==> config.mk <==
export PLATFORM = sky130hd
export DESIGN_NAME = step_ctrl
export DESIGN_NICKNAME = d
export VERILOG_FILES = /design/src/rtl/step_ctrl.sv
export SDC_FILE = /design/constraint.sdc
export NUM_CORES = 1
export LEC_CHECK = 0
export CAP_MARGIN = 20
export CORE_AREA = 4 4 57 59
export DETAILED_ROUTE_END_ITERATION = 7
export DIE_AREA = 0 0 61 63
export PLACE_DENSITY = 0.79
export REMOVE_ABC_BUFFERS = 1
export SETUP_SLACK_MARGIN = 0.3
export SLEW_MARGIN = 20
export SYNTH_ARGS = -nofsm -noshare
export SYNTH_HDL_FRONTEND = slang
export SYNTH_SLANG_ARGS = --single-unit
==> constraint.sdc <==
create_clock -name clk -period 2.1 [get_ports clk]
set_input_delay 0.525 -clock clk [delete_from_list [all_inputs] [get_ports clk]]
set_output_delay 0.525 -clock clk [all_outputs]
set_load 0.005 [all_outputs]
==> src/rtl/step_ctrl.sv <==
// Single-step / run controller for a soft CPU: gates the pipeline clock enable
// from debounced button pulses and counts the cycles the core actually executed.
module step_ctrl #(
    parameter int CNT_W = 16
) (
    input  logic             clk,
    input  logic             rst_n,
    input  logic             step_p_i,
    input  logic             run_p_i,
    input  logic             clr_p_i,
    input  logic [3:0]       burst_i,
    input  logic             halt_req_i,
    output logic             cpu_en_o,
    output logic             running_o,
    output logic             step_done_o,
    output logic [CNT_W-1:0] cyc_cnt_o,
    output logic [1:0]       state_o
);

    typedef enum logic [1:0] {
        S_IDLE = 2'd0,
        S_STEP = 2'd1,
        S_RUN  = 2'd2
    } state_t;

    state_t             state_q, state_d;
    logic [3:0]         rem_q, rem_d;
    logic [CNT_W-1:0]   cnt_q, cnt_d;

    always_ff @(posedge clk or negedge rst_n) begin
        if (!rst_n) begin
            state_q <= S_IDLE;
            rem_q   <= 4'd0;
            cnt_q   <= '0;
        end else begin
            state_q <= state_d;
            rem_q   <= rem_d;
            cnt_q   <= cnt_d;
        end
    end

    // rem_q holds the enabled cycles still to come after the current one.
    always_comb begin
        state_d = state_q;
        rem_d   = rem_q;
        case (state_q)
            S_IDLE: begin
                if (halt_req_i) begin
                    state_d = S_IDLE;
                end else if (run_p_i) begin
                    state_d = S_RUN;
                end else if (step_p_i) begin
                    state_d = S_STEP;
                    rem_d   = burst_i;
                end
            end
            S_STEP: begin
                if (halt_req_i) begin
                    state_d = S_IDLE;
                    rem_d   = 4'd0;
                end else if (run_p_i) begin
                    state_d = S_RUN;
                    rem_d   = 4'd0;
                end else if (rem_q == 4'd0) begin
                    state_d = S_IDLE;
                end else begin
                    rem_d   = rem_q - 4'd1;
                end
            end
            S_RUN: begin
                if (halt_req_i || run_p_i) begin
                    state_d = S_IDLE;
                end
            end
            default: begin
                state_d = S_IDLE;
                rem_d   = 4'd0;
            end
        endcase
    end

    // Completion is withheld when a halt or run toggle abandons the final cycle.
    always_comb begin
        cpu_en_o    = (state_q == S_STEP) || (state_q == S_RUN);
        running_o   = (state_q == S_RUN);
        step_done_o = (state_q == S_STEP) && (rem_q == 4'd0) && !halt_req_i && !run_p_i;
        state_o     = state_q;
    end

    always_comb begin
        cnt_d = cnt_q;
        if (clr_p_i) begin
            cnt_d = '0;
        end else if (cpu_en_o) begin
            cnt_d = cnt_q + CNT_W'(1);
        end
    end

    assign cyc_cnt_o = cnt_q;

endmodule
---- Word-level counts from Yosys, hierarchy flattened ----
Cells that the tools add are included.
cells by class
  $add $sub $neg .......................... 2
  eq/ne operators ......................... 9
  muxes and demuxes ....................... 17
  bitwise logic cells ..................... 1
  reductions and logical operators ........ 12
operator list
  cell                     number
  $mux W16                 2
  $mux W4                  6
  $add A16 B1 Y16 const B  1
  $mux W2                  7
  $ne A4 B4 Y1 const B     3
  $pmux W4 S3              1
  $ne A2 B2 Y1 const B     3
  $pmux W2 S3              1
  $reduce_and A5 Y1        1
  $logic_not A4 Y1         1
  $sub A4 B1 Y4 const B    1
  $logic_and A1 B1 Y1      3
  $reduce_and A3 Y1        1
  $eq A2 B1 Y1 const B     1
  $eq A2 B2 Y1 const B     1
  $logic_not A1 Y1         2
  $logic_not A2 Y1         1
  $logic_or A1 B1 Y1       2
  $ne A2 B1 Y1 const B     1
  $reduce_bool A2 Y1       1
  $not A1 Y1               1
word-level totals
  register bits ........................... 22
  bits of input ports ..................... 10
  output and inout port bits .............. 21
  word-level logic and storage cells ...... 44

---- Logic depth before layout (Yosys ltp) ----
  depth in word-level cells ............... 5
  depth in mapped cells ................... 7
  mapped depth without buffers ............ 6

---- Worst setup path before layout ----
No wires, ideal clock.
  path type ............................... flip-flop to output port
  start point ............................. register state_q[1] (netlist: state_o[1])
  end point ............................... output port step_done_o
  arrival ................................. 1,251 ps
  required time ........................... 1,575 ps
  setup slack ............................. 324 ps
  cell stages (with the launch flop) ...... 6
  path through ............................ dfrtp_1 -> inv_1 -> ha_1 -> or3b_1 -> clkbuf_2 -> nor2_4
between the ends
  longest elaborated chain between the ends .. 4
ends and longest elaborated chain
  element                            line  source
  start, declared                    26    state_t state_q, state_d;
  start signal, assigned             36    state_q <= state_d;
  $eq A2 B1 Y1                       86    step_done_o = (state_q == S_STEP) && (rem_q == 4'd0) && !halt_req_i && !run_p_i;
  $logic_and A1 B1 Y1 (3 in series)  86
  end, declared                      15    output logic step_done_o,
Every way passes these cells.

---- Final worst setup path ----
  start point ............................. register rem_q[1]
  end point ............................... output port step_done_o
between the ends
  longest elaborated chain between the ends .. 4
ends and longest elaborated chain
  element                            line  source
  start, declared                    27    logic [3:0] rem_q, rem_d;
  start signal, assigned             37    rem_q <= rem_d;
  $logic_not A4 Y1                   86
  $logic_and A1 B1 Y1 (3 in series)  86
Every way passes these cells.

==> out/qor.txt <==
PwrDens = 547 mW/mm²
YS warnings = 0
CTS tree = built
via density per instance = 5.41
CTS H-Tree Depth = 1
most instantiated cells after synthesis = dfrtp_1 (22), nor2_1 (18), xor2_1 (8)
Syn Std Cell Area = 0.00129 mm²
final cell utilization of the core = 75.0%
initial antenna violation count = 0
Total GRT Usage = 18.5%
largest stage delay on the critical path = 0.43 ns
sequential area share after synthesis = 42.6%
Post-DP Area = 0.00171 mm²
Hold Slack = 0.554 ns
register clock-pin slew on the reported worst setup and hold paths = 0.12 ns
area leader, netlist = dfrtp_1
first-pass GRT wire length = 5550 µm
mean cell area of the mapped netlist = 10.2 µm²
Worst path top cell family by delay = simple AND/OR/NAND/NOR gates
CP startpoint kind = flip-flop
Detailed Routing Iterations Pass 1 = 4
P&R area growth vs syn = 57.1%
Skew-Pair Late Insertion Delay = 0.31 ns
worst-path maximum fanout = 2
routed via count = 1200
Synth area leaders = dfrtp_1 (43%), ha_1 (5.8%), xor2_1 (5.4%)
core footprint = 0.00271 mm²
pre-CTS setup slack = -0.412 ns
Slowest-stage cell, CP = dfrtp_1
f_max = 474 MHz
crit share post-route = 100%
Final Max Tran Viols = 0
number of synthesized flops with an enable pin = 0
Routed WL = 3440 µm
Worst slew margin = 78.8%
buffers added on ports = 30
worst path cell trace = inv_2 > ha_4 > or3b_4 > nor2_4 > buf_2
failing checks = negative setup slack
arrival time worst endpoint = 1.58 ns
Final Worst Setup Slack = -0.00759 ns
Initial Util = 47.7%
Routed Antenna Nets = 0
flops & latches, synth = 22
status = complete, but fails checks
Crit. End Element = primary output
Hold-fix buffers, CTS = 0
number of I/O pins = 31
Routed wire per std cell = 15.5 µm
library cells used by synthesis = 38
Crit path required time = 1.57 ns
Iter 0 DRT Violations = 44
Final Critical Period = 2.11 ns
clock tree buffer depth = 2
DIE AREA = 0.00384 mm²
RePlAce Congestion = 0.852
DRC = 0
top_reg_cell synth = dfrtp_1
Leak = 0.978 nW
Post-Syn Instances = 127
Clock Root Buffer = clkbuf_4
vias in the first global route = 1246
hold crit path type = primary input to async pin
total gr overflow = 0
worst slew pin tran = 0.315 ns
Setup Skew = 0.00159 ns
row count = 19
largest net degree at the start of global routing = 23
Chip Width = 61 µm
Detail Placement HPWL = 2250 µm
Max-Cap Viols = 0
Total Neg Setup Slack = -0.00759 ns
Async SR Flop Fraction = 100%
Final #Nets = 208
clock sinks = 22
CP Class = flip-flop to primary output
post-synth top area share = 42.6%
CTS buffer count = 3
Antenna Cells = 0
Design Area, Final = 0.00203 mm²
buffers and inverters on the worst path = 2
VDD IR max = 0.524 mV
top-count cell post-synth = dfrtp_1
Die Height = 63 µm
RSZ-0062 raised after global routing = true
endpoints failing hold = 0
ratio of cells with drive above 1 in the final layout = 39.8%
Final setup viols = 1
## path summary, 6_finish.rpt
check	startpoint	to	slack (ns)	depth (start not counted)
max in group asynchronous	rst_n	cyc_cnt_o[4]	1.30	2
setup / recovery	rem_q[1]	step_done_o	-0.008	5
setup reg to reg	state_o[1]	cyc_cnt_o[15]	0.32	8
min in group clk	rem_q[3]	rem_q[3]	0.56	1
hold / removal	rst_n	state_o[0]	0.55	2
hold reg to reg	rem_q[3]	rem_q[3]	0.56	1
## registers in the layout, summed over array words and instances, names as in the netlist
name / flops
rem_q: 4
state_o: 2
cyc_cnt_o: 16
## layout by cell type, fill, tap and decap left out, types with 2 or more instances in the layout
cell type / n
clkbuf_4: 3
dfrtp_1: 13
clkdlybuf4s50_1: 18
xor2_1: 8
buf_4: 30
nor3_1: 2
o21ai_0: 5
ha_4: 4
a21oi_1: 4
nand3_1: 4
dlygate4sd2_1: 3
or3b_4: 3
nand2_1: 3
nor2_1: 18
xnor2_1: 6
dlymetal6s2s_1: 5
inv_2: 3
buf_6: 7
inv_1: 3
nand3_2: 2
dfrtp_2: 9
and2_1: 2
and4_1: 2
ha_1: 2
nand4_1: 6
mux2i_1: 4
## cell families after synthesis
kind of cell,synth area share [%]
multiplexers,4.26
AND/OR/NAND/NOR,27.2
AO/OA/AOI/OAI,7.06
buffers and inverters,3.67
flip-flops,42.6
XOR/XNOR,9.48
adder cells (fa/ha/maj),5.80
## what timing repair did
item                                    in CTS  in global routing
pin swaps                                    4                  6
buffers inserted                            13                  9
endpoints found under the setup margin      21                 19
resized for setup                           38                 19
## per-stage QoR
step | cells | power (mW)
after global routing | 222 | 1.18
after global placement | 196 | 0.786
after detailed placement | 196 | 0.804
final | 222 | 1.11
after CTS | 213 | 1.08
after floorplan | 122 | 0.650
## power by group
part / internal (mW) / switching [mW] / leakage, nW / total (mW)
Clock: 0.106 / 0.130 / 0.0210 / 0.236
Combinational: 0.211 / 0.175 / 0.672 / 0.386
Sequential: 0.458 / 0.0307 / 0.285 / 0.489
Total: 0.775 / 0.336 / 0.978 / 1.11
## layer usage
metal	wire (µm)	vias up	GRT usage (%)	share of wire, %
met2	1740	34	31.1	51
met1	1490	584	23.4	43
met5	0	-	0	0
met3	158	6	3.31	4.6
li1	-	576	-	-
met4	53	0	5.42	1.5
## final cells by class
| class | instances | area [µm²] |
|---|---|---|
| Tap cell | 31 | 38.8 |
| Fill cell | 202 | 678 |
| Inverter | 7 | 28.8 |
| Multi-Input combinational cell | 93 | 783 |
| Sequential cell | 22 | 562 |
| Clock buffer | 4 | 36.3 |
| Timing Repair Buffer | 65 | 583 |
(Power assumes the default switching activity.)
